<file path="config.mk">
export PLATFORM = sky130hd
export DESIGN_NAME = clock_bank
export DESIGN_NICKNAME = d
export VERILOG_FILES = /design/src/rtl/clock_bank.sv
export SDC_FILE = /design/constraint.sdc
export NUM_CORES = 1
export LEC_CHECK = 0
export ABC_AREA = 1
export BUFFER_PORTS_ARGS = -buffer_cell sky130_fd_sc_hd__buf_4
export CAP_MARGIN = 20
export CORE_UTILIZATION = 50
export CTS_BUF_LIST = sky130_fd_sc_hd__clkbuf_4 sky130_fd_sc_hd__clkbuf_8
export CTS_CLUSTER_SIZE = 30
export DETAILED_ROUTE_END_ITERATION = 16
export GPL_ROUTABILITY_DRIVEN = 0
export GPL_TIMING_DRIVEN = 0
export PLACE_DENSITY = 0.64
export SLEW_MARGIN = 20
export SYNTH_ARGS = -nofsm -noshare
export SYNTH_HDL_FRONTEND = slang
export SYNTH_SLANG_ARGS = --single-unit
</file>
<file path="constraint.sdc">
create_clock -name sysclk -period 3.9 [get_ports sysclk]
set_input_delay 0.39 -clock sysclk [delete_from_list [all_inputs] [get_ports sysclk]]
set_output_delay 0.39 -clock sysclk [all_outputs]
set_load 0.05 [all_outputs]
</file>
<file path="src/rtl/clock_bank.sv">
// clock_bank: multi-channel programmable clock/strobe generator on sysclk.
// Each channel divides sysclk by 2*H into a 50%-duty clock with a one-cycle
// tick on every rising edge. H is reprogrammed through a valid/ready port. A
// new value for a running channel is held pending and applied only at the end
// of a full period, so the output never produces a short phase.
//
// Ports:
//   sysclk     system clock, all logic on the rising edge
//   rst        asynchronous active-low reset
//   cfg_valid  config request
//   cfg_ready  config accept (combinational); transfer on valid && ready
//   cfg_ch     target channel; values >= NUM_CH are accepted and discarded
//   cfg_half   new half-period in sysclk cycles, 0 disables the channel
//   align      synchronous phase-coherent restart of all channels
//   clk_out    divided clocks (registered)
//   tick       one-cycle pulse in the first cycle clk_out[i] is high
//   pending    channel holds an accepted update that is not yet applied
module clock_bank #(
    parameter int unsigned NUM_CH   = 4,
    parameter int unsigned CNT_W    = 32,
    parameter int unsigned SYS_HZ   = 100_000_000,
    parameter int unsigned RST_HALF = SYS_HZ / 2,
    parameter int unsigned CH_W     = (NUM_CH > 1) ? $clog2(NUM_CH) : 1
) (
    input  logic              sysclk,
    input  logic              rst,
    input  logic              cfg_valid,
    output logic              cfg_ready,
    input  logic [CH_W-1:0]   cfg_ch,
    input  logic [CNT_W-1:0]  cfg_half,
    input  logic              align,
    output logic [NUM_CH-1:0] clk_out,
    output logic [NUM_CH-1:0] tick,
    output logic [NUM_CH-1:0] pending
);

    logic [NUM_CH-1:0] busy_vec;
    logic              sel_busy;

    // Selected channel already holds an update; out-of-range selects never busy.
    always_comb begin
        sel_busy = 1'b0;
        for (int i = 0; i < NUM_CH; i++) begin
            if (cfg_ch == CH_W'(i) && busy_vec[i]) begin
                sel_busy = 1'b1;
            end
        end
    end

    assign cfg_ready = ~align & ~sel_busy;

    for (genvar g = 0; g < NUM_CH; g++) begin : g_ch
        logic [CNT_W-1:0] half_q;
        logic [CNT_W-1:0] cnt_q;
        logic [CNT_W-1:0] pend_val_q;
        logic             q_q;
        logic             tick_q;
        logic             pend_q;
        logic             xfer;
        logic             term;

        assign xfer = cfg_valid & cfg_ready & (cfg_ch == CH_W'(g));
        assign term = (cnt_q == half_q - CNT_W'(1));

        // Per-channel divider; pending update lands only at end of high phase.
        always_ff @(posedge sysclk or negedge rst) begin
            if (!rst) begin
                half_q     <= CNT_W'(RST_HALF);
                cnt_q      <= '0;
                pend_val_q <= '0;
                q_q        <= 1'b0;
                tick_q     <= 1'b0;
                pend_q     <= 1'b0;
            end else if (align) begin
                cnt_q  <= '0;
                q_q    <= 1'b0;
                tick_q <= 1'b0;
                if (pend_q) begin
                    half_q <= pend_val_q;
                    pend_q <= 1'b0;
                end
            end else if (half_q == '0) begin
                // Disabled: held low, a new value takes effect next cycle.
                cnt_q  <= '0;
                q_q    <= 1'b0;
                tick_q <= 1'b0;
                if (xfer) begin
                    half_q <= cfg_half;
                end
            end else begin
                if (term) begin
                    cnt_q  <= '0;
                    q_q    <= ~q_q;
                    tick_q <= ~q_q;
                    // Falling edge: restart low with the new half-period.
                    if (q_q && pend_q) begin
                        half_q <= pend_val_q;
                        pend_q <= 1'b0;
                    end
                end else begin
                    cnt_q  <= cnt_q + CNT_W'(1);
                    tick_q <= 1'b0;
                end
                if (xfer) begin
                    pend_val_q <= cfg_half;
                    pend_q     <= 1'b1;
                end
            end
        end

        assign clk_out[g]  = q_q;
        assign tick[g]     = tick_q;
        assign pending[g]  = pend_q;
        assign busy_vec[g] = pend_q;
    end

endmodule

</file>
* Word-level counts from Yosys, hierarchy flattened
Index checks and enable logic that the tools add are counted.
** Cells by class
- $add $sub $neg :: 8
- Eq/ne operators :: 19
- Multiplexer cells :: 84
- Bitwise operators :: 16
- Reduce and logical (&&, ||, !) cells :: 41
** Operators with widths (count)
- $mux W32 :: 36
- $add A32 B1 Y32 const B :: 4
- $eq A32 B32 Y1 :: 4
- $logic_not A32 Y1 :: 4
- $sub A32 B1 Y32 const B :: 4
- $mux W1 :: 48
- $reduce_bool A3 Y1 :: 16
- $reduce_and A3 Y1 :: 8
- $reduce_and A4 Y1 :: 4
- $ne A3 B3 Y1 const B :: 4
- $not A1 Y1 :: 10
- $logic_and A1 B1 Y1 :: 8
- $ne A2 B1 Y1 const B :: 4
- $ne A2 B2 Y1 const B :: 4
- $and A1 B1 Y1 :: 6
- $eq A2 B2 Y1 const B :: 2
- $eq A2 B1 Y1 const B :: 1
- $logic_not A2 Y1 :: 1
** Word-level totals
- Register bits :: 396
- Output and inout port bits :: 13
- Word-level logic and storage cells :: 192

* Logic depth before layout (Yosys ltp)
- Word-level depth :: 13
- Gate-level depth with buffers :: 20
- Gate-level depth less buffers :: 18

* Worst setup path before layout
Ideal clock, no wire load.
- Path type :: input-to-reg
- Start :: input port cfg_ch[1]
- End :: register g_ch[3].half_q[3]
- Setup time :: 0.117 ns
- Arrival :: 2.663 ns
- Required time :: 3.783 ns
- Slack :: 1.120 ns
- Stages :: 14
- Buffers on the path :: 2
- Cell sequence :: buf_2 -> inv_1 -> nand3_1 -> nand2_1 -> nor3_2 -> nand2_1 -> inv_2 -> nand3_1 -> o21a_1 -> a21oi_1 -> nand2_1 -> buf_2 -> nand2_1 -> nand2_1
** Between the ends
- Longest elaborated chain between the ends :: 12
- Elaborated cells between the ends (all ways) :: 18
** RTL lines
- from (decl) :: RTL line 29 : input logic [CH_W-1:0] cfg_ch,
- $logic_not A2 Y1 :: RTL line 44 : if (cfg_ch == CH_W'(i) && busy_vec[i]) begin
- $logic_and A1 B1 Y1 :: RTL line 44
- $mux W1 (3 in a row) :: RTL line 44
- $mux W1 * :: RTL line 44
- $not A1 Y1 * :: RTL line 50 : assign cfg_ready = ~align & ~sel_busy;
- $and A1 B1 Y1 * :: RTL line 50
- via cfg_ready :: RTL line 28 : output logic cfg_ready,
- $and A1 B1 Y1 * (2 in a row) :: RTL line 62 : assign xfer = cfg_valid & cfg_ready & (cfg_ch == CH_W'(g));
- $ne A3 B3 Y1 (no line) *
- $reduce_and A4 Y1 (no line) *
- to (signal assigned) :: RTL line 68 : half_q <= CNT_W'(RST_HALF);
- to (signal assigned) :: RTL line 79 : half_q <= pend_val_q;
- to (signal assigned) :: RTL line 88 : half_q <= cfg_half;
- to (decl) :: RTL line 53 : logic [CNT_W-1:0] half_q;
Mark *: on every way through the listed nets, which the timed path passes. The rest lies on a longest branch.
A chain may end at the register's enable or synchronous reset.

* Final worst setup path
- Start :: register g_ch[3].half_q[0]
- End :: register g_ch[3].half_q[1]
** Between the ends
- Longest elaborated chain between the ends :: 4
- Elaborated cells between the ends (all ways) :: 9
** RTL lines
- $sub A32 B1 Y32 :: RTL line 63 : assign term = (cnt_q == half_q - CNT_W'(1));
- $eq A32 B32 Y1 :: RTL line 63
- $reduce_bool A3 Y1 (no line)
- $reduce_and A4 Y1 (no line)
Several ways; a longest one is shown, not always the timed one.

==> impl_metrics.json <==
{
  "outcome": "finished clean",
  "initial_core_util_pct": 51.1,
  "drc": 0,
  "ys.flop_type": "dfrtp_1",
  "setup-tns-final_ps": 0,
  "fp.dieW_um": 227,
  "synth-seq-area-share_pct": 39.5,
  "peakVddDrop_uv": 441,
  "grt_use_total_pct": 29.5,
  "num_antenna_cells": 0,
  "async_reset_ff_share_pct": 100,
  "rsz0062_at_grt": "no",
  "final_cell_area_mm2": 0.0281,
  "area_growth_pct": 11.4,
  "path_cells": "inv_1 -> ha_1 -> inv_1 -> nor2_2 -> nand2_1 -> nor2_1 -> nand2_1 -> nand3_1 -> nand2_1 -> nor2_1 -> nand2_1 -> nor2_1 -> nand3_2 -> nand2_2 -> nand2_1 -> buf_2 -> nand2_1 -> nand2_1",
  "setup-violations-final": 0,
  "synth_cells": 3651,
  "die_h_um": 227,
  "crit_required_ps": 4430,
  "htree_levels": 3,
  "crit_path_start_kind": "flip-flop",
  "finalHoldViolations": 0,
  "wl_per_cell_um": 16.4,
  "clockBufferDepth": 3,
  "io_pins": 51,
  "hold_class": "in2reg",
  "synth_top_cell_by_area": "dfrtp_1",
  "syn_area_mm2": 0.0252,
  "max_stage_delay_ps": 400,
  "drt_first_pass_iters": 8,
  "syn_nets": 3701,
  "avgSynthCellArea_um2": 6.91,
  "via_per_inst": 5.36,
  "arrival_ps": 3720,
  "post_cts_buffers": 0,
  "vias": 24100,
  "cts_tree": "yes",
  "overflow": 0,
  "min_period_ps": 3190,
  "finalNonFillerCells": 4499,
  "multi_input_area_mm2": 0.0134,
  "p_leak_nw": 13.9,
  "grt_max_degree": 104,
  "synth.distinct_cells": 47,
  "place_area_mm2": 0.0265,
  "place_inst": 4368,
  "core-area_mm2": 0.0494,
  "fillCellCount": 4927,
  "worst_pin_slew_ps": 840,
  "critPathKind": "reg2reg",
  "cp-end-kind": "flip-flop",
  "drtAntennaViolNets": 0,
  "slew_viol_final": 0,
  "final_nets": 3829,
  "clk_pin_slew_worst_paths_ps": 70,
  "rows": 81,
  "synthTopCellsByCount": "nand2_1, nor2_1, dfrtp_1",
  "dieArea_mm2": 0.0514,
  "synth.top_cells.by_area": "dfrtp_1, nand2_1, nor2_1, nand3_1, o21ai_0",
  "clock_skew_ps": 32.0,
  "grt_antenna_before_repair": 3,
  "regArea_mm2": 0.00997,
  "io_buffers": 49,
  "grt_pass1_wl_mm": 120,
  "cts_resized": 0,
  "drv_cap": 0,
  "cts_made_buffers": 72,
  "drive_above_1_share_pct": 9.54,
  "grt_pass1_vias": 22800,
  "synth_edf_count": 0,
  "worst_path_max_delay_cell": "dfrtp_1",
  "yosysTopAreaCellShare_pct": 34.5,
  "post-route-period-util_pct": 81.9,
  "place_hpwl_mm": 55.9,
  "clock.fmax_ghz": 0.313,
  "drtIter0Drc": 1987,
  "synth_most_common_cell": "nand2_1",
  "p_per_area_mw_per_mm2": 700,
  "worstPathMaxFanout": 10,
  "path_common_cell": "nand2_1",
  "synth.ff_latch_count": 396,
  "relSlewSlack_pct": 44.0,
  "clock_latency_ps": 660,
  "yosys_warnings": 0,
  "wl_mm": 73.9,
  "cts-root-buf": "clkbuf_8",
  "finalHoldWorstSlack_ps": 214,
  "cts.sinks": 396
}
==> metrics by stage <==
step / power (mW) / utilization [%] / worst slack, ps
floorplan: 13.0 / - / 1120
global placement: 15.1 / 53.5 / -1420
detailed placement: 15.3 / 53.8 / 660
CTS: 19.6 / 56.9 / 750
global route: 21.3 / 56.9 / 383
finish: 19.7 / 56.9 / 706
==> layer usage <==
layer,vias to the layer above,part of all wire (%),track usage (%)
met5,-,0.014,0
met4,2,2.7,8.83
met3,136,6.7,5.39
met2,734,44,45.5
met1,11400,47,42.0
li1,11800,-,-
==> cell usage in the layout, fill, tap and decap left out, types with 9 or more instances in the layout <==
cell,n
xnor2_1,75
buf_6,12
nor4_1,12
a21oi_1,22
buf_4,67
buf_2,34
nand3b_1,30
clkbuf_8,91
nor2_2,19
clkbuf_4,29
xor2_1,141
nor2_4,9
nand3_1,295
dfrtp_1,348
nor2_1,501
o21ai_0,282
ha_1,12
nand2_2,13
inv_1,314
nand4_1,68
o21ai_1,10
dfstp_2,48
nand2_1,1193
clkbuf_1,66
nor3_1,58
==> path summary, 6_finish.rpt <==
path,start,endpoint,slack (ps),depth (start not counted)
hold / removal,cfg_half[15],g_ch[1].pend_val_q[15],210,3
max in group asynchronous,rst,g_ch[1].cnt_q[4],1980,5
min in group asynchronous,rst,g_ch[2].cnt_q[21],230,2
setup reg to reg,g_ch[3].half_q[0],g_ch[3].half_q[1],710,18
hold reg to reg,g_ch[0].pend_val_q[22],g_ch[0].pend_val_q[22],490,2
setup / recovery,g_ch[3].half_q[0],g_ch[3].half_q[1],710,18
==> power breakdown <==
part	total, mW	switching [mW]	internal [mW]
clock network	4.27	1.83	2.44
logic	8.86	5.77	3.09
registers	6.55	1.22	5.34
total	19.7	8.82	10.9
==> layout make-up <==
class / instances / share of cell area (%)
plain buffers: 136 / 2.54
flip-flops and latches: 396 / 35.5
multi-input cells: 2802 / 47.5
clock buffers: 120 / 5.23
inverters: 317 / 4.23
well taps: 664 / 2.96
clock inverters: 10 / 0.303
repair buffers: 54 / 1.76
==> logic make-up (layout without fill, tap and decap cells) <==
kind of cell               after synthesis  after routing  share of synthesized area (%)
DFF                                    396            396                           39.5
buffers and inverters                  453            637                           7.55
adders and majority gates               12             12                          0.595
AOI/OAI and AO/OA                      336            336                           6.87
and+or+nand+nor                       2233           2233                           37.6
xor gates and xnor gates               221            221                           7.90
==> state kept, by name, indices dropped and copies added (netlist names) <==
register	count
g_ch.pend_q	4
g_ch.tick_q	4
g_ch.cnt_q	128
g_ch.q_q	4
g_ch.pend_val_q	128
g_ch.half_q	128
==> worst max-delay path, delay by kind of cell (launching register included) <==
kind                       cells  cell delay [ps]
buffers and inverters          3              590
adders and majority gates      1              360
and+or+nand+nor               14             1730
DFF                            1              400
==> what timing repair did <==
action                                  CTS  global route
endpoints found under the hold margin    44             0
endpoints found under the setup margin    0             0
hold buffers                              1             0
Note: power is estimated with default switching activity, not from simulation.
